<file path="src/rtl/reg_writeback_rf_if.sv">
`default_nettype none
// ----------------------------------------------------------------------------
// Module   : reg_writeback_rf_if
// Purpose  : Writeback, issue and read-port signal bundle for reg_writeback_rf.
// Revision : 1.0 - initial release
// ----------------------------------------------------------------------------
interface reg_writeback_rf_if;
  logic        en_wb;
  logic        wb_regwrite;
  logic        wb_memtoreg;
  logic [31:0] wb_memdata;
  logic [31:0] wb_aluout;
  logic [4:0]  wb_rd;
  logic        iss_valid;
  logic        iss_regwrite;
  logic [4:0]  iss_rd;
  logic [4:0]  rs_addr;
  logic [4:0]  rt_addr;
  logic [31:0] rs_data;
  logic [31:0] rt_data;
  logic        rs_busy;
  logic        rt_busy;
  logic [31:0] wb_data;
  logic        err;

  modport master (
    output en_wb, wb_regwrite, wb_memtoreg, wb_memdata, wb_aluout, wb_rd,
    output iss_valid, iss_regwrite, iss_rd, rs_addr, rt_addr,
    input  rs_data, rt_data, rs_busy, rt_busy, wb_data, err
  );

  modport slave (
    input  en_wb, wb_regwrite, wb_memtoreg, wb_memdata, wb_aluout, wb_rd,
    input  iss_valid, iss_regwrite, iss_rd, rs_addr, rt_addr,
    output rs_data, rt_data, rs_busy, rt_busy, wb_data, err
  );
endinterface
`default_nettype wire

</file>
<file path="src/rtl/reg_writeback_rf.sv">
`default_nettype none
// ----------------------------------------------------------------------------
// Module   : reg_writeback_rf
// Purpose  : 32x32 register file with writeback mux, write-through read
//            bypass and a per-register pending-write scoreboard.
// Revision : 1.0 - initial release
// ----------------------------------------------------------------------------
module reg_writeback_rf (
  input wire logic          clk,
  input wire logic          reset,
  reg_writeback_rf_if.slave bus
);

  logic [31:0] r_regs    [32];
  logic [1:0]  r_cnt     [32];
  logic        r_err;

  logic [1:0]  w_cnt_nxt [32];
  logic        w_err_set;
  logic        w_commit;
  logic        w_issue;
  logic [31:0] w_wb_data;

  assign w_wb_data = bus.wb_memtoreg ? bus.wb_memdata : bus.wb_aluout;
  assign w_commit  = bus.en_wb & bus.wb_regwrite & (bus.wb_rd != 5'd0);
  assign w_issue   = bus.iss_valid & bus.iss_regwrite & (bus.iss_rd != 5'd0);

  // Entry 0 is never written, so it always reads as zero via the explicit guard.
  function automatic logic [31:0] read_port(input logic [4:0] addr);
    if (addr == 5'd0)
      return 32'd0;
    else if (w_commit && (addr == bus.wb_rd))
      return w_wb_data;
    else
      return r_regs[addr];
  endfunction

  // A single outstanding write being committed now is satisfied by the bypass.
  function automatic logic busy_port(input logic [4:0] addr);
    if (addr == 5'd0)
      return 1'b0;
    else if ((r_cnt[addr] == 2'd1) && w_commit && (addr == bus.wb_rd))
      return 1'b0;
    else
      return (r_cnt[addr] != 2'd0);
  endfunction

  assign bus.wb_data = w_wb_data;
  assign bus.rs_data = read_port(bus.rs_addr);
  assign bus.rt_data = read_port(bus.rt_addr);
  assign bus.rs_busy = busy_port(bus.rs_addr);
  assign bus.rt_busy = busy_port(bus.rt_addr);
  assign bus.err     = r_err;

  always_comb begin
    w_err_set = 1'b0;
    for (int i = 0; i < 32; i++) begin
      w_cnt_nxt[i] = r_cnt[i];
      if (w_issue && (bus.iss_rd == 5'(i)) && !(w_commit && (bus.wb_rd == 5'(i)))) begin
        if (r_cnt[i] == 2'd3)
          w_err_set = 1'b1;
        else
          w_cnt_nxt[i] = r_cnt[i] + 2'd1;
      end else if (w_commit && (bus.wb_rd == 5'(i)) && !(w_issue && (bus.iss_rd == 5'(i)))) begin
        if (r_cnt[i] == 2'd0)
          w_err_set = 1'b1;
        else
          w_cnt_nxt[i] = r_cnt[i] - 2'd1;
      end
    end
  end

  always_ff @(posedge clk) begin
    if (reset) begin
      for (int i = 0; i < 32; i++) begin
        r_regs[i] <= 32'd0;
        r_cnt[i]  <= 2'd0;
      end
      r_err <= 1'b0;
    end else begin
      if (w_commit)
        r_regs[bus.wb_rd] <= w_wb_data;
      for (int i = 0; i < 32; i++)
        r_cnt[i] <= w_cnt_nxt[i];
      if (w_err_set)
        r_err <= 1'b1;
    end
  end

endmodule
`default_nettype wire

</file>
<file path="src/flat_wrapper.sv">
// flat-port wrapper written by rule: the top's interface ports become plain ports
module reg_writeback_rf_flat 
  (clk, reset, bus_en_wb, bus_wb_regwrite, bus_wb_memtoreg, bus_wb_memdata, bus_wb_aluout, bus_wb_rd, bus_iss_valid, bus_iss_regwrite, bus_iss_rd, bus_rs_addr, bus_rt_addr, bus_rs_data, bus_rt_data, bus_rs_busy, bus_rt_busy, bus_wb_data, bus_err);
  reg_writeback_rf_if bus_i ();
  input wire logic clk;
  input wire logic reset;
  input wire logic [$bits(bus_i.en_wb)-1:0] bus_en_wb;
  input wire logic [$bits(bus_i.wb_regwrite)-1:0] bus_wb_regwrite;
  input wire logic [$bits(bus_i.wb_memtoreg)-1:0] bus_wb_memtoreg;
  input wire logic [$bits(bus_i.wb_memdata)-1:0] bus_wb_memdata;
  input wire logic [$bits(bus_i.wb_aluout)-1:0] bus_wb_aluout;
  input wire logic [$bits(bus_i.wb_rd)-1:0] bus_wb_rd;
  input wire logic [$bits(bus_i.iss_valid)-1:0] bus_iss_valid;
  input wire logic [$bits(bus_i.iss_regwrite)-1:0] bus_iss_regwrite;
  input wire logic [$bits(bus_i.iss_rd)-1:0] bus_iss_rd;
  input wire logic [$bits(bus_i.rs_addr)-1:0] bus_rs_addr;
  input wire logic [$bits(bus_i.rt_addr)-1:0] bus_rt_addr;
  output wire logic [$bits(bus_i.rs_data)-1:0] bus_rs_data;
  output wire logic [$bits(bus_i.rt_data)-1:0] bus_rt_data;
  output wire logic [$bits(bus_i.rs_busy)-1:0] bus_rs_busy;
  output wire logic [$bits(bus_i.rt_busy)-1:0] bus_rt_busy;
  output wire logic [$bits(bus_i.wb_data)-1:0] bus_wb_data;
  output wire logic [$bits(bus_i.err)-1:0] bus_err;
  assign bus_i.en_wb = bus_en_wb;
  assign bus_i.wb_regwrite = bus_wb_regwrite;
  assign bus_i.wb_memtoreg = bus_wb_memtoreg;
  assign bus_i.wb_memdata = bus_wb_memdata;
  assign bus_i.wb_aluout = bus_wb_aluout;
  assign bus_i.wb_rd = bus_wb_rd;
  assign bus_i.iss_valid = bus_iss_valid;
  assign bus_i.iss_regwrite = bus_iss_regwrite;
  assign bus_i.iss_rd = bus_iss_rd;
  assign bus_i.rs_addr = bus_rs_addr;
  assign bus_i.rt_addr = bus_rt_addr;
  assign bus_rs_data = bus_i.rs_data;
  assign bus_rt_data = bus_i.rt_data;
  assign bus_rs_busy = bus_i.rs_busy;
  assign bus_rt_busy = bus_i.rt_busy;
  assign bus_wb_data = bus_i.wb_data;
  assign bus_err = bus_i.err;
  reg_writeback_rf u_core (.clk(clk), .reset(reset), .bus(bus_i));
endmodule
</file>
<file path="config.mk">
export PLATFORM = sky130hd
export DESIGN_NAME = reg_writeback_rf_flat
export DESIGN_NICKNAME = d
export VERILOG_FILES = /design/src/rtl/reg_writeback_rf_if.sv /design/src/rtl/reg_writeback_rf.sv /design/src/flat_wrapper.sv
export SDC_FILE = /design/constraint.sdc
export NUM_CORES = 2
export LEC_CHECK = 0
export ABC_CLOCK_PERIOD_IN_PS = 3490
export BUFFER_PORTS_ARGS = -buffer_cell sky130_fd_sc_hd__clkbuf_2
export CAP_MARGIN = 20
export CELL_PAD_IN_SITES_DETAIL_PLACEMENT = 0
export CELL_PAD_IN_SITES_GLOBAL_PLACEMENT = 2
export CORE_MARGIN = 5
export CORE_UTILIZATION = 28
export CTS_BUF_LIST = sky130_fd_sc_hd__clkbuf_4
export CTS_CLUSTER_SIZE = 40
export DETAILED_ROUTE_END_ITERATION = 12
export PLACE_DENSITY = 0.55
export SETUP_SLACK_MARGIN = 0.05
export SLEW_MARGIN = 20
export SYNTH_ARGS = -nofsm -noshare
export SYNTH_HDL_FRONTEND = slang
export SYNTH_SLANG_ARGS = --single-unit
</file>
<file path="constraint.sdc">
create_clock -name clk -period 3.49 [get_ports clk]
set_input_delay 0.349 -clock clk [delete_from_list [all_inputs] [get_ports clk]]
set_output_delay 0.349 -clock clk [all_outputs]
set_load 0.01 [all_outputs]
</file>
==> qor.yml <==
status: "complete, but fails checks"
violations: "negative setup slack"
synth-xor-area-share_pct: 0.192
dpl-instance-area_um2: 66600
die_w_um: 470
routabilityCongestion: 0.821
netlist_area_um2: 59300
ctsHtreeMaxLevel: 5
synth_compound_area_share_pct: 5.48
max-slew-margin-rel_pct: 32.0
grt_pass1_wl_mm: 349
worstMarginPinSlew_ps: 1020
drv_slew: 0
antenna_found_initial: 7
grt_max_degree: 80
vdd_ir_drop_max_v: 0.000326
dp.final_hpwl_mm: 152
io_buffers: 189
synth_top_family_by_area: "multiplexers"
syn_avg_cell_area_um2: 13.8
ys_ff_latch: 1089
crit_fanout: 2
clk_latency_ps: 1260
wl_per_cell_um: 32.0
path_class: "register to output pin"
whs_ps: 143
hold_viol: 0
yosysWarnings: 0
netlist_instances: 4285
p_leak_uw: 0.0253
num_rows: 169
grt_pass1_vias: 43600
root_buffer: "clkbuf_4"
period_minus_slack_ps: 3830
antenna_left: 0
tns_ps: -10540
max_freq_mhz: 261
arrival_ps: 3480
hp-class: "input port to register"
vias_per_cell: 5.42
synth_mux_area_share_pct: 25.5
final_util_pct: 34.4
core_um2: 211000
clk_pin_slew_ps: 70
initial_core_util_pct: 28.1
cts.path.max_buffers: 4
die_h_um: 470
mostFrequentLayoutCells: "nor2_1, edfxtp_1, mux4_2"
finalSetupViolCount: 60
fin_skew_ps: 47.6
cts_buffers: 337
first_pass_iters: 6
min_period_over_period_pct: 110
worst_slack_ps: -340
ys_types: 72
layout_commonest_cell: "nor2_1"
cellPowerDensity_nw_per_um2: 449
route.detailed.drc: 0
cts_tree: "built"
yosys.area_share.simple_pct: 10.8
area_growth_pct: 22.7
critPathLaunchType: "register"
rsz0062_at_grt: "yes"
drt_wl_total_mm: 252
max_cap_violations: 0
num_vias: 42700
synth_edf_count: 1024
drt_iter0_drc: 4537
nets: 4923
ios: 190
synthAdderAreaFrac_pct: 0
die_area_um2: 221000
grt.total_usage_pct: 22.3
design_power_total_uw: 32700
yosysSeqAreaShare_pct: 54.0
fin_area_um2: 72800
clock_sinks: 1089
ys.flop_type: "edfxtp_1"
synthArstFlopShare_pct: 0
gr-total-overflow: 0
timing.critical_path.required_ps: 3140
drive_gt1_share_pct: 40.0
end_kind: "output pin"
-- where the power goes --
part | switching, µW | internal, µW | leakage [µW] | total, µW
sequential | 338 | 14900 | 0.0103 | 15300
clock | 5930 | 6170 | 0.00232 | 12100
combinational | 2960 | 2380 | 0.0127 | 5340
total | 9220 | 23500 | 0.0253 | 32700
-- sequential cells by signal (all words and copies together), names as in the netlist --
signal,count
u_core.bus.err,1
u_core.r_cnt,64
u_core.r_regs,1024
-- per-layer routing --
| metal | GRT usage (%) | vias to the layer above | wire (µm) |
|---|---|---|---|
| li1 | - | 17800 | - |
| met1 | 30.5 | 22600 | 107000 |
| met2 | 36.1 | 1932 | 119000 |
| met3 | 3.71 | 414 | 16200 |
| met4 | 7.28 | 2 | 9280 |
| met5 | 0 | - | 7 |
-- final cells by class --
class | count | area [µm²]
fillers | 20800 | 139000
flip-flops and latches | 1089 | 32100
multi-input cells | 2692 | 26700
repair buffers | 663 | 6420
clock buffers | 474 | 3560
well taps | 2821 | 3530
clock inverters | 75 | 287
inverters | 49 | 184
diodes | 13 | 32.5
-- stage by stage --
stage	setup WS, ps	std cells
2_1_floorplan	855	4316
3_3_place_gp	3.68	7201
6_report	-340	7876
4_1_cts	-539	7863
3_5_place_dp	4.94	7201
5_1_grt	-493	7873
-- path summary, 6_finish.rpt --
kind                                                         from                               end  slack, ps  depth (start not counted)
worst min-delay path                                 bus_wb_rd[3]  u_core.r_cnt[15][1]$_SDFFE_PP0P_        140                          7
worst min register to register    u_core.r_cnt[0][0]$_SDFFE_PP0P_   u_core.r_cnt[0][0]$_SDFFE_PP0P_        460                          2
worst max register to register   u_core.r_cnt[15][0]$_SDFFE_PP0P_       u_core.bus.err$_SDFFE_PP0P_       1400                          8
worst max-delay path            u_core.r_regs[1][7]$_SDFFCE_PN0P_                    bus_rt_data[7]       -340                          7
-- cell usage after synthesis (all sizes together) (49+ instances only) --
library cell | number | area [µm²]
nor2 | 1044 | 3920
dfxtp | 65 | 1300
nand2 | 117 | 439
edfxtp | 1024 | 30700
buf | 154 | 982
o21ai | 60 | 300
nand3 | 58 | 290
nor2b | 95 | 594
clkbuf | 332 | 1250
mux2i | 90 | 901
inv | 49 | 184
mux4 | 631 | 14200
a21oi | 81 | 405
a211oi | 211 | 1660
-- kinds of logic after synthesis --
| family | Yosys count |
|---|---|
| multiplexers | 721 |
| AO/OA/AOI/OAI | 459 |
| AND/OR/NAND/NOR | 1467 |
| buffers and inverters | 535 |
| flip-flops | 1089 |
| XOR/XNOR | 13 |
| other | 1 |
-- what timing repair did --
item | CTS | global route
buffers inserted | 15 | 3
hold endpoints to repair | 1277 | 0
resized for setup | 187 | 117
hold buffers | 98 | 0
setup endpoints to repair | 66 | 67
pin swaps | 109 | 54
-- critical path, stage by stage, from the launching register on --
cell	delay, ps
edfxtp_1	400
mux4_2	490
mux4_2	590
nor2b_4	180
a211oi_2	150
buf_4	160
a211oi_2	40
clkbuf_2	170
No activity file was read; power rests on OpenSTA's default activity.
